### src/rtl/quad_encoder_emulator.sv
// Quadrature encoder emulator: a phase accumulator turns a signed speed command
// into A/B/Z encoder edges plus a matching signed angle and revolution position.
module quad_encoder_emulator #(
  parameter int PERIOD_BITS = 25,
  parameter int MAX_MAG     = 2 ** (PERIOD_BITS - 2),
  parameter int CPR         = 2048
) (
  input  logic                    clk,
  input  logic                    reset,
  input  logic                    enable,
  input  logic signed [31:0]      speed,
  output logic                    enc_a,
  output logic                    enc_b,
  output logic                    enc_z,
  output logic signed [31:0]      angle,
  output logic [$clog2(CPR)-1:0]  rev_pos,
  output logic                    step
);

  localparam int RW = $clog2(CPR);
  localparam logic [31:0]   MAX_MAG_W = 32'(MAX_MAG);
  localparam logic [RW-1:0] REV_LAST  = RW'(CPR - 1);

  // {enc_a, enc_b} is the state itself, so the FSM state is always observable.
  typedef enum logic [1:0] {
    Q_00 = 2'b00,
    Q_01 = 2'b01,
    Q_10 = 2'b10,
    Q_11 = 2'b11
  } quad_t;

  quad_t                  q, q_next;
  logic [PERIOD_BITS-1:0] acc, acc_next;
  logic signed [31:0]     angle_next;
  logic [RW-1:0]          rev_next;
  logic                   step_next;

  logic                   dir;
  logic [31:0]            speed_u;
  logic [31:0]            abs_speed;
  logic [PERIOD_BITS:0]   mag;
  logic [PERIOD_BITS:0]   sum;

  // Unsigned view makes |-2^31| come out as 2^31 before the clamp.
  assign dir       = speed[31];
  assign speed_u   = speed;
  assign abs_speed = dir ? (~speed_u + 32'd1) : speed_u;
  assign mag       = (abs_speed > MAX_MAG_W) ? MAX_MAG_W[PERIOD_BITS:0]
                                             : abs_speed[PERIOD_BITS:0];
  assign sum       = {1'b0, acc} + mag;

  always_comb begin
    acc_next   = acc;
    q_next     = q;
    angle_next = angle;
    rev_next   = rev_pos;
    step_next  = 1'b0;
    if (enable) begin
      acc_next = sum[PERIOD_BITS-1:0];
      if (sum[PERIOD_BITS]) begin
        step_next = 1'b1;
        if (!dir) begin
          angle_next = angle + 32'sd1;
          rev_next   = (rev_pos == REV_LAST) ? '0 : rev_pos + RW'(1);
          case (q)
            Q_00:    q_next = Q_10;
            Q_10:    q_next = Q_11;
            Q_11:    q_next = Q_01;
            default: q_next = Q_00;
          endcase
        end else begin
          angle_next = angle - 32'sd1;
          rev_next   = (rev_pos == '0) ? REV_LAST : rev_pos - RW'(1);
          case (q)
            Q_00:    q_next = Q_01;
            Q_01:    q_next = Q_11;
            Q_11:    q_next = Q_10;
            default: q_next = Q_00;
          endcase
        end
      end
    end
  end

  always_ff @(posedge clk) begin
    if (reset) begin
      acc     <= '0;
      q       <= Q_00;
      angle   <= '0;
      rev_pos <= '0;
      step    <= 1'b0;
    end else begin
      acc     <= acc_next;
      q       <= q_next;
      angle   <= angle_next;
      rev_pos <= rev_next;
      step    <= step_next;
    end
  end

  assign enc_a = q[1];
  assign enc_b = q[0];
  assign enc_z = (rev_pos == '0);

endmodule

### config.mk
export PLATFORM = sky130hd
export DESIGN_NAME = quad_encoder_emulator
export DESIGN_NICKNAME = d
export VERILOG_FILES = /design/src/rtl/quad_encoder_emulator.sv
export SDC_FILE = /design/constraint.sdc
export NUM_CORES = 1
export LEC_CHECK = 0
export CAP_MARGIN = 10
export CORE_ASPECT_RATIO = 0.8
export CORE_MARGIN = 4
export CORE_UTILIZATION = 62
export DETAILED_ROUTE_END_ITERATION = 10
export HOLD_SLACK_MARGIN = 0.15
export PLACE_DENSITY = 0.87
export SLEW_MARGIN = 20
export SYNTH_ARGS = -nofsm -noshare
export SYNTH_HDL_FRONTEND = slang
export SYNTH_SLANG_ARGS = --single-unit
### constraint.sdc
create_clock -name clk -period 15.4 [get_ports clk]
set_input_delay 3.85 -clock clk [delete_from_list [all_inputs] [get_ports clk]]
set_output_delay 3.85 -clock clk [all_outputs]
set_load 0.01 [all_outputs]
==> results.md, run 1 <==
- Outcome: finished clean
- Tightest Pin Transition: 1.03 ns
- RR Endpoint: rev_pos[2]$_SDFFE_PP0P_
- Overall Global Routing Usage: 28.1%
- Layout cells sized above 1: 5.75%
- First-pass GRT wire length: 30,600 um
- Final #Nets: 1,081
- HP Start: angle[5]$_SDFFE_PP0P_
- Crit Path Max Fanout: 44
- Sw Ratio: 31.6%
- Worst hold endpoint: angle[5]$_SDFFE_PP0P_
- CTS H-tree depth: 3
- TritonCTS clock tree: yes
- Worst Path Required: 15.64 ns
- Yosys top cell by area: dfxtp_1
- Final hold vios: 0
- CTS Sinks: 71
- Maxcap violations: 0
- Setup violators final: 0
- RSZ-0062 raised after global routing: false
- Critical Path AT: 10.47 ns
- Vias in the first global route: 6,314
- Count leader, synth: nand2_1
- Die width: 126 um
- P_int: 0.399 mW
- Worst Hold Class: reg2reg
- Synth warn: 0
- Final period util: 66.4%
- Comb pwr share: 28.2%
- Post-synthesis register bit count: 71
- Normalized max-slew margin: 31.2%
- Clock Power Share: 37.1%
- Port Buffers: 81
- Overflow after GRT: 0
- Setup Fix Bufs, Post-CTS: 0
- Remaining antenna violation count: 0
- Initial core utilization: 63.8%
- Register area: 0.00142 sq mm
- Setup TNS: 0 ns
- Critical path, cell by cell: clkdlybuf4s50_1 > inv_1 > ha_1 > nor4b_2 > nand4b_4 > or3_1 > nand2_1 > o21ai_0 > a32oi_1 > and4bb_1 > o21ai_2 > nor2_1 > ha_1 > o21ai_0 > o21bai_1 > o22ai_1 > o211a_1 > o311a_1 > nor3_2 > or2_2 > a21oi_1 > a311oi_1
- Pleak: 3.48 nW
- Row count: 34
- Initial DRC count: 842
- Kind of critical path: in2reg
- DRC Markers: 0
- Ys async rst share: 0%
- PD cells: 72.1 mW/mm^2
- Net count after synthesis: 1,026
- Post-layout min period: 10.23 ns
- Worst-Skew Late Latency: 0.34 ns
- Max rail drop VDD: 0.0587 mV
- Total power: 0.583 mW
- Non-Filler Instances: 1,135
- Worst-path clk slew: 0.06 ns
- P&R area growth vs syn: 16.4%
- Sequential share of the synthesized area: 20.5%
- Wirelength, routed: 18,300 um
- Synth top area cells: dfxtp_1, ha_1, nand2_1, a21oi_1, nor2_1
- Dpl cell area: 0.00778 sq mm
- Setup Skew: 0.00674 ns
- Unique masters post-synth: 74
- Dpl ws: 4.90 ns
- # IOs: 82
- Initial antenna violation count: 0
- Most used DFF post-synth: dfxtp_1
- Cell area after synthesis: 0.00695 sq mm
- Worst Setup End Kind: flop
- Detailed Routing Iterations Pass 1: 5
- Max incr delay on CP: 0.79 ns
- Post-DP HPWL: 13,000 um
- Final core occ: 74.3%
- Synth top area share: 20.5%
- Core Area: 0.0109 sq mm
- Dpl cells: 1,119
- Die Y: 103 um
- R2R depth: 10
- Num CTS Buffers: 9
- Post-synth top cells: nand2_1, nor2_1, a21oi_1, dfxtp_1, o21ai_0
- WHS: 0.476 ns
- Switch Pwr: 0.184 mW
- Hold-fix buffers, CTS: 0
- EDFF count, synth: 0
- Fin area: 0.00809 sq mm
- Global placement routability congestion: 0.922
- Min setup slack post-route: 5.17 ns
- CTS Root Cell: clkbuf_16
- Reg2Reg Launch Point: acc[3]$_SDFFE_PP0P_
- CP max-delay cell: o21ai_2
- Largest net degree at the start of global routing: 72
- FILL cells: 900
- Hold depth: 2
- Vias per std cell: 6.20
- Area of the multi-input gates: 0.00524 sq mm
- Clk buf depth: 2
- Post_cts resized: 0
- R2r setup slk: 11.90 ns
- Avg Inst Size Synth: 7.46 sq um
- Syn Inst Count: 931
- # diodes: 0
- Final Max Tran Viols: 0
- Type of origin of the critical path: primary input
- Die area: 0.0130 sq mm
- Reg power frac: 34.7%
- Vias: 7,040
- Drt wl/cell: 16.1 um
- Fmax: 97.7 MHz
==> flip-flops by register name, summed over array words and instances (netlist names) <==
register  flops
acc          25
angle        32
rev_pos      11
step          1
q             2
==> critical path: cells and delay by family <==
| kind | cells | cell delay, ns |
|---|---|---|
| adder cells (fa/ha/maj) | 2 | 0.60 |
| AO/OA/AOI/OAI | 10 | 2.69 |
| AND/OR/NAND/NOR | 8 | 2.76 |
| buffers and inverters | 2 | 0.58 |
==> power by group through the flow <==
stage	logic [mW]	registers [mW]	clock network, mW
after global placement	0.158	0.206	0
after global routing	0.182	0.204	0.225
after CTS	0.162	0.202	0.218
after floorplan	0.106	0.207	0
after detailed placement	0.160	0.206	0
final	0.164	0.202	0.216
==> cell families (layout without fill, tap and decap cells) <==
logic type               Yosys count  in the layout  share of synthesized area (%)
multiplexers                      29             29                           4.23
buffers and inverters             69            129                           4.18
adder cells (fa/ha/maj)           60             60                           11.0
AO/OA/AOI/OAI                    281            281                           26.3
other                              1              1                         0.0540
flip-flops                        71             71                           20.5
XOR/XNOR                          69             69                           8.70
AND/OR/NAND/NOR                  351            351                           25.1
==> cells in the final DEF, fill, tap and decap left out, types with 4 or more instances in the layout <==
cell type and count:
o21a_1 10, a221oi_1 5, nor4_1 5, o41ai_1 4
nand4_1 11, nor2b_1 9, nor2_2 7, or3_1 17
a311oi_1 5, xor2_1 36, mux2i_1 26, a31oi_1 13
nor3b_1 4, clkdlybuf4s50_1 79, o31ai_1 7, a211o_1 4
o21bai_1 8, and2_1 5, a211oi_1 10, xnor2_1 33
nand3_1 17, and3_1 11, a21o_1 29, nand3b_1 6
o21ai_0 63, nor3_1 17, dfxtp_1 71, nor2_1 94
or2_2 9, a21oi_1 79, nand2b_1 17, o211ai_1 4
a32oi_1 8, buf_4 5, inv_1 27, nand2_1 108
ha_1 58, clkbuf_16 9
==> routing by layer <==
layer	track usage [%]	share of wire [%]
met1	41.7	49
met2	41.9	43
met3	5.70	7.0
met4	6.43	0.99
met5	0	0
==> final cells by class <==
type | count | share of cell area [%]
clock inverter | 5 | 0.696
inverter | 27 | 1.25
clock buffer | 11 | 3.12
timing repair buffer | 86 | 10.4
tap | 144 | 2.23
multi-input combinational | 791 | 64.8
sequential | 71 | 17.6
==> how the worst max path moves through the flow <==
stage	from	to	depth (start not counted)
final	speed[0]	rev_pos[2]$_SDFFE_PP0P_	22
after global routing	speed[0]	rev_pos[2]$_SDFFE_PP0P_	22
after CTS	speed[0]	rev_pos[2]$_SDFFE_PP0P_	22
after detailed placement	speed[0]	rev_pos[2]$_SDFFE_PP0P_	22
after global placement	speed[0]	rev_pos[0]$_SDFFE_PP0P_	22
after floorplan	speed[0]	acc[24]$_SDFFE_PP0P_	24
Note: power is estimated with default switching activity, not from simulation.
==> run 2: changes to the inputs <==
--- a/config.mk
+++ b/config.mk
@@ -8,10 +8,10 @@
 export CAP_MARGIN = 10
 export CORE_ASPECT_RATIO = 0.8
 export CORE_MARGIN = 4
-export CORE_UTILIZATION = 62
+export CORE_UTILIZATION = 52
 export DETAILED_ROUTE_END_ITERATION = 10
 export HOLD_SLACK_MARGIN = 0.15
-export PLACE_DENSITY = 0.87
+export PLACE_DENSITY = 0.78
 export SLEW_MARGIN = 20
 export SYNTH_ARGS = -nofsm -noshare
 export SYNTH_HDL_FRONTEND = slang
==> constraint.sdc (replaced) <==
create_clock -name clk -period 9.4 [get_ports clk]
set_input_delay 2.35 -clock clk [delete_from_list [all_inputs] [get_ports clk]]
set_output_delay 2.35 -clock clk [all_outputs]
set_load 0.01 [all_outputs]
==> results.md, run 2 (synthesis gave the netlist of run 1 again) <==
- DRC Markers: 0 (unchanged)
- Worst-path clk slew: 0.06 ns (about the same)
- Setup TNS: 0 ns (unchanged)
- TritonCTS clock tree: yes
- Detailed Routing Iterations Pass 1: 6 (+1)
- Drt wl/cell: 15.0 um (-6.9%)
- Vias: 6,935 (-1.5%)
- Setup Fix Bufs, Post-CTS: 0 (unchanged)
- Post-layout min period: 8.32 ns
- FILL cells: 1,161 (+29%)
- RSZ-0062 raised after global routing: false
- Pleak: 3.49 nW (+0.19%)
- Crit Path Max Fanout: 44 (unchanged)
- Most frequent cells in the layout: nand2_1, nor2_1, a21oi_1, clkdlybuf4s50_1, dfxtp_1
- Die Y: 111 um (+8.5%)
- Worst Setup End Kind: flop
- Port Buffers: 81 (unchanged)
- Largest regs: angle x32, acc x25, rev_pos x11
- # IOs: 82 (unchanged)
- Remaining antenna violation count: 0 (unchanged)
- Layout cells sized above 1: 5.83% (+0.077 points)
- Setup violators final: 0 (unchanged)
- Die width: 137 um (+8.6%)
- Critical Path AT: 8.56 ns (-1.91 ns)
- Num CTS Buffers: 9 (unchanged)
- First-pass GRT wire length: 29,500 um (-3.8%)
- Max reg flops: 32 (unchanged)
- Wirelength, routed: 17,600 um (-4.0%)
- Overall Global Routing Usage: 23.0% (-5.1 points)
- Final Max Tran Viols: 0 (unchanged)
- Fmax: 120 MHz
- Most common cell after layout, fill and taps aside: nand2_1
- Initial core utilization: 53.6% (-10 points)
- Core Area: 0.0130 sq mm (+19%)
- Type of origin of the critical path: primary input
- Hold-fix buffers, CTS: 0 (unchanged)
- Final period util: 88.5%
- Row count: 37 (+8.8%)
- Final hold vios: 0 (unchanged)
- Worst-Skew Late Latency: 0.34 ns (about the same)
- Largest Register: angle
- Global placement routability congestion: 0.964 (+4.5%)
- Vias in the first global route: 5,992 (-5.1%)
- Maxcap violations: 0 (unchanged)
- CTS Sinks: 71 (unchanged)
- Final #Nets: 1,085 (+0.37%)
- Normalized max-slew margin: 47.2% (+16 points)
- Kind of critical path: in2reg
- Vias per std cell: 5.93 (-4.4%)
- Die area: 0.0153 sq mm (+18%)
- Clk buf depth: 2 (unchanged)
- Initial DRC count: 672 (-20%)
- Tightest Pin Transition: 0.792 ns (-0.240 ns)
- Largest net degree at the start of global routing: 72 (unchanged)
- Post-DP HPWL: 12,900 um (-0.12%)
- Max rail drop VDD: 0.0971 mV (+65%)
- CTS H-tree depth: 3 (unchanged)
- Outcome: finished clean
- P&R area growth vs syn: 17.2%
- PD cells: 116 mW/mm^2 (+61%)
- Post_cts resized: 0 (unchanged)
- CTS Root Cell: clkbuf_16
- WHS: 0.466 ns (-0.00980 ns)
- Worst Hold Class: reg2reg
- Overflow after GRT: 0 (unchanged)
- Worst Path Required: 9.64 ns (-6.00 ns)
- Initial antenna violation count: 0 (unchanged)
- Setup Skew: 0.00502 ns (-0.00172 ns)
- # diodes: 0 (unchanged)
==> run 2: cell types whose count changed in the layout (fill, tap and decap cells not counted), sizes merged <==
| cell | before | now |
|---|---|---|
| buf | 7 | 11 |
| clkinv | 3 | 1 |
| clkbuf | 11 | 13 |
==> run 2: cell type report <==
type                       instances  area (sq um)  area share [%]
clock buffer                      13           250            3.07
tap                              175           219            2.69
multi-input combinational        791          5240            64.3
timing repair buffer              90           868            10.7
clock inverter                     3          42.5           0.523
inverter                          27           101            1.25
sequential                        71          1420            17.5
==> run 2: metal layers <==
layer | part of all wire (%) | global-route usage (%)
met1 | 52 | 36.8
met2 | 40 | 31.5
met3 | 6.7 | 4.07
met4 | 1.1 | 5.12
met5 | 0 | 0
==> run 2: path summary, 6_finish.rpt <==
path,start,to,slack [ns],cells past startpoint
max,speed[0],rev_pos[2]$_SDFFE_PP0P_,1.08,24
min,angle[15]$_SDFFE_PP0P_,angle[15]$_SDFFE_PP0P_,0.47,2
max reg2reg,acc[0]$_SDFFE_PP0P_,acc[24]$_SDFFE_PP0P_,6.18,12
min reg2reg,angle[15]$_SDFFE_PP0P_,angle[15]$_SDFFE_PP0P_,0.47,2
==> run 2: stage by stage <==
stage          power (mW)  setup WS (ns)  cells  utilization [%]  cell area [sq um]
6_report            0.944           1.08   1170             62.8               8140
5_1_grt             0.996          0.439   1170             62.8               8140
4_1_cts             0.948           1.10   1170             62.8               8140
3_5_place_dp        0.603          0.741   1154             60.5               7850
3_3_place_gp        0.601          0.963   1154             60.5               7850
2_1_floorplan       0.512           2.37    931                -               6950
==> run 2: where the power goes <==
| group | internal (mW) | switching, mW | leakage [nW] |
|---|---|---|---|
| Clock | 0.213 | 0.131 | 0.140 |
| Combinational | 0.121 | 0.149 | 2.77 |
| Sequential | 0.316 | 0.0155 | 0.576 |
==> run 2: worst max-delay path, cell delays in order <==
cell and delay [ns]:
clkdlybuf4s50_1 0.46, inv_1 0.11, ha_1 0.22, nor4b_2 0.57
nand4b_4 0.24, or3_1 0.41, nand2_1 0.08, o21ai_0 0.08
a32oi_1 0.19, and4bb_1 0.22, o21ai_2 0.49, buf_4 0.28
nor2_1 0.07, ha_1 0.33, o21ai_0 0.10, o21bai_1 0.19
o22ai_1 0.19, o211a_1 0.28, o311a_1 0.38, nor3_2 0.36
or2_2 0.18, buf_4 0.40, a21oi_1 0.12, a311oi_1 0.26
==> run 3: changes to the inputs <==
--- a/config.mk
+++ b/config.mk
@@ -9,6 +9,7 @@
 export CORE_ASPECT_RATIO = 0.8
 export CORE_MARGIN = 4
 export CORE_UTILIZATION = 52
+export CTS_CLUSTER_SIZE = 30
 export DETAILED_ROUTE_END_ITERATION = 10
 export HOLD_SLACK_MARGIN = 0.15
 export PLACE_DENSITY = 0.78
==> results of run 3 <==
No change in the layout: final DEF, timing and power equal those of run 2.
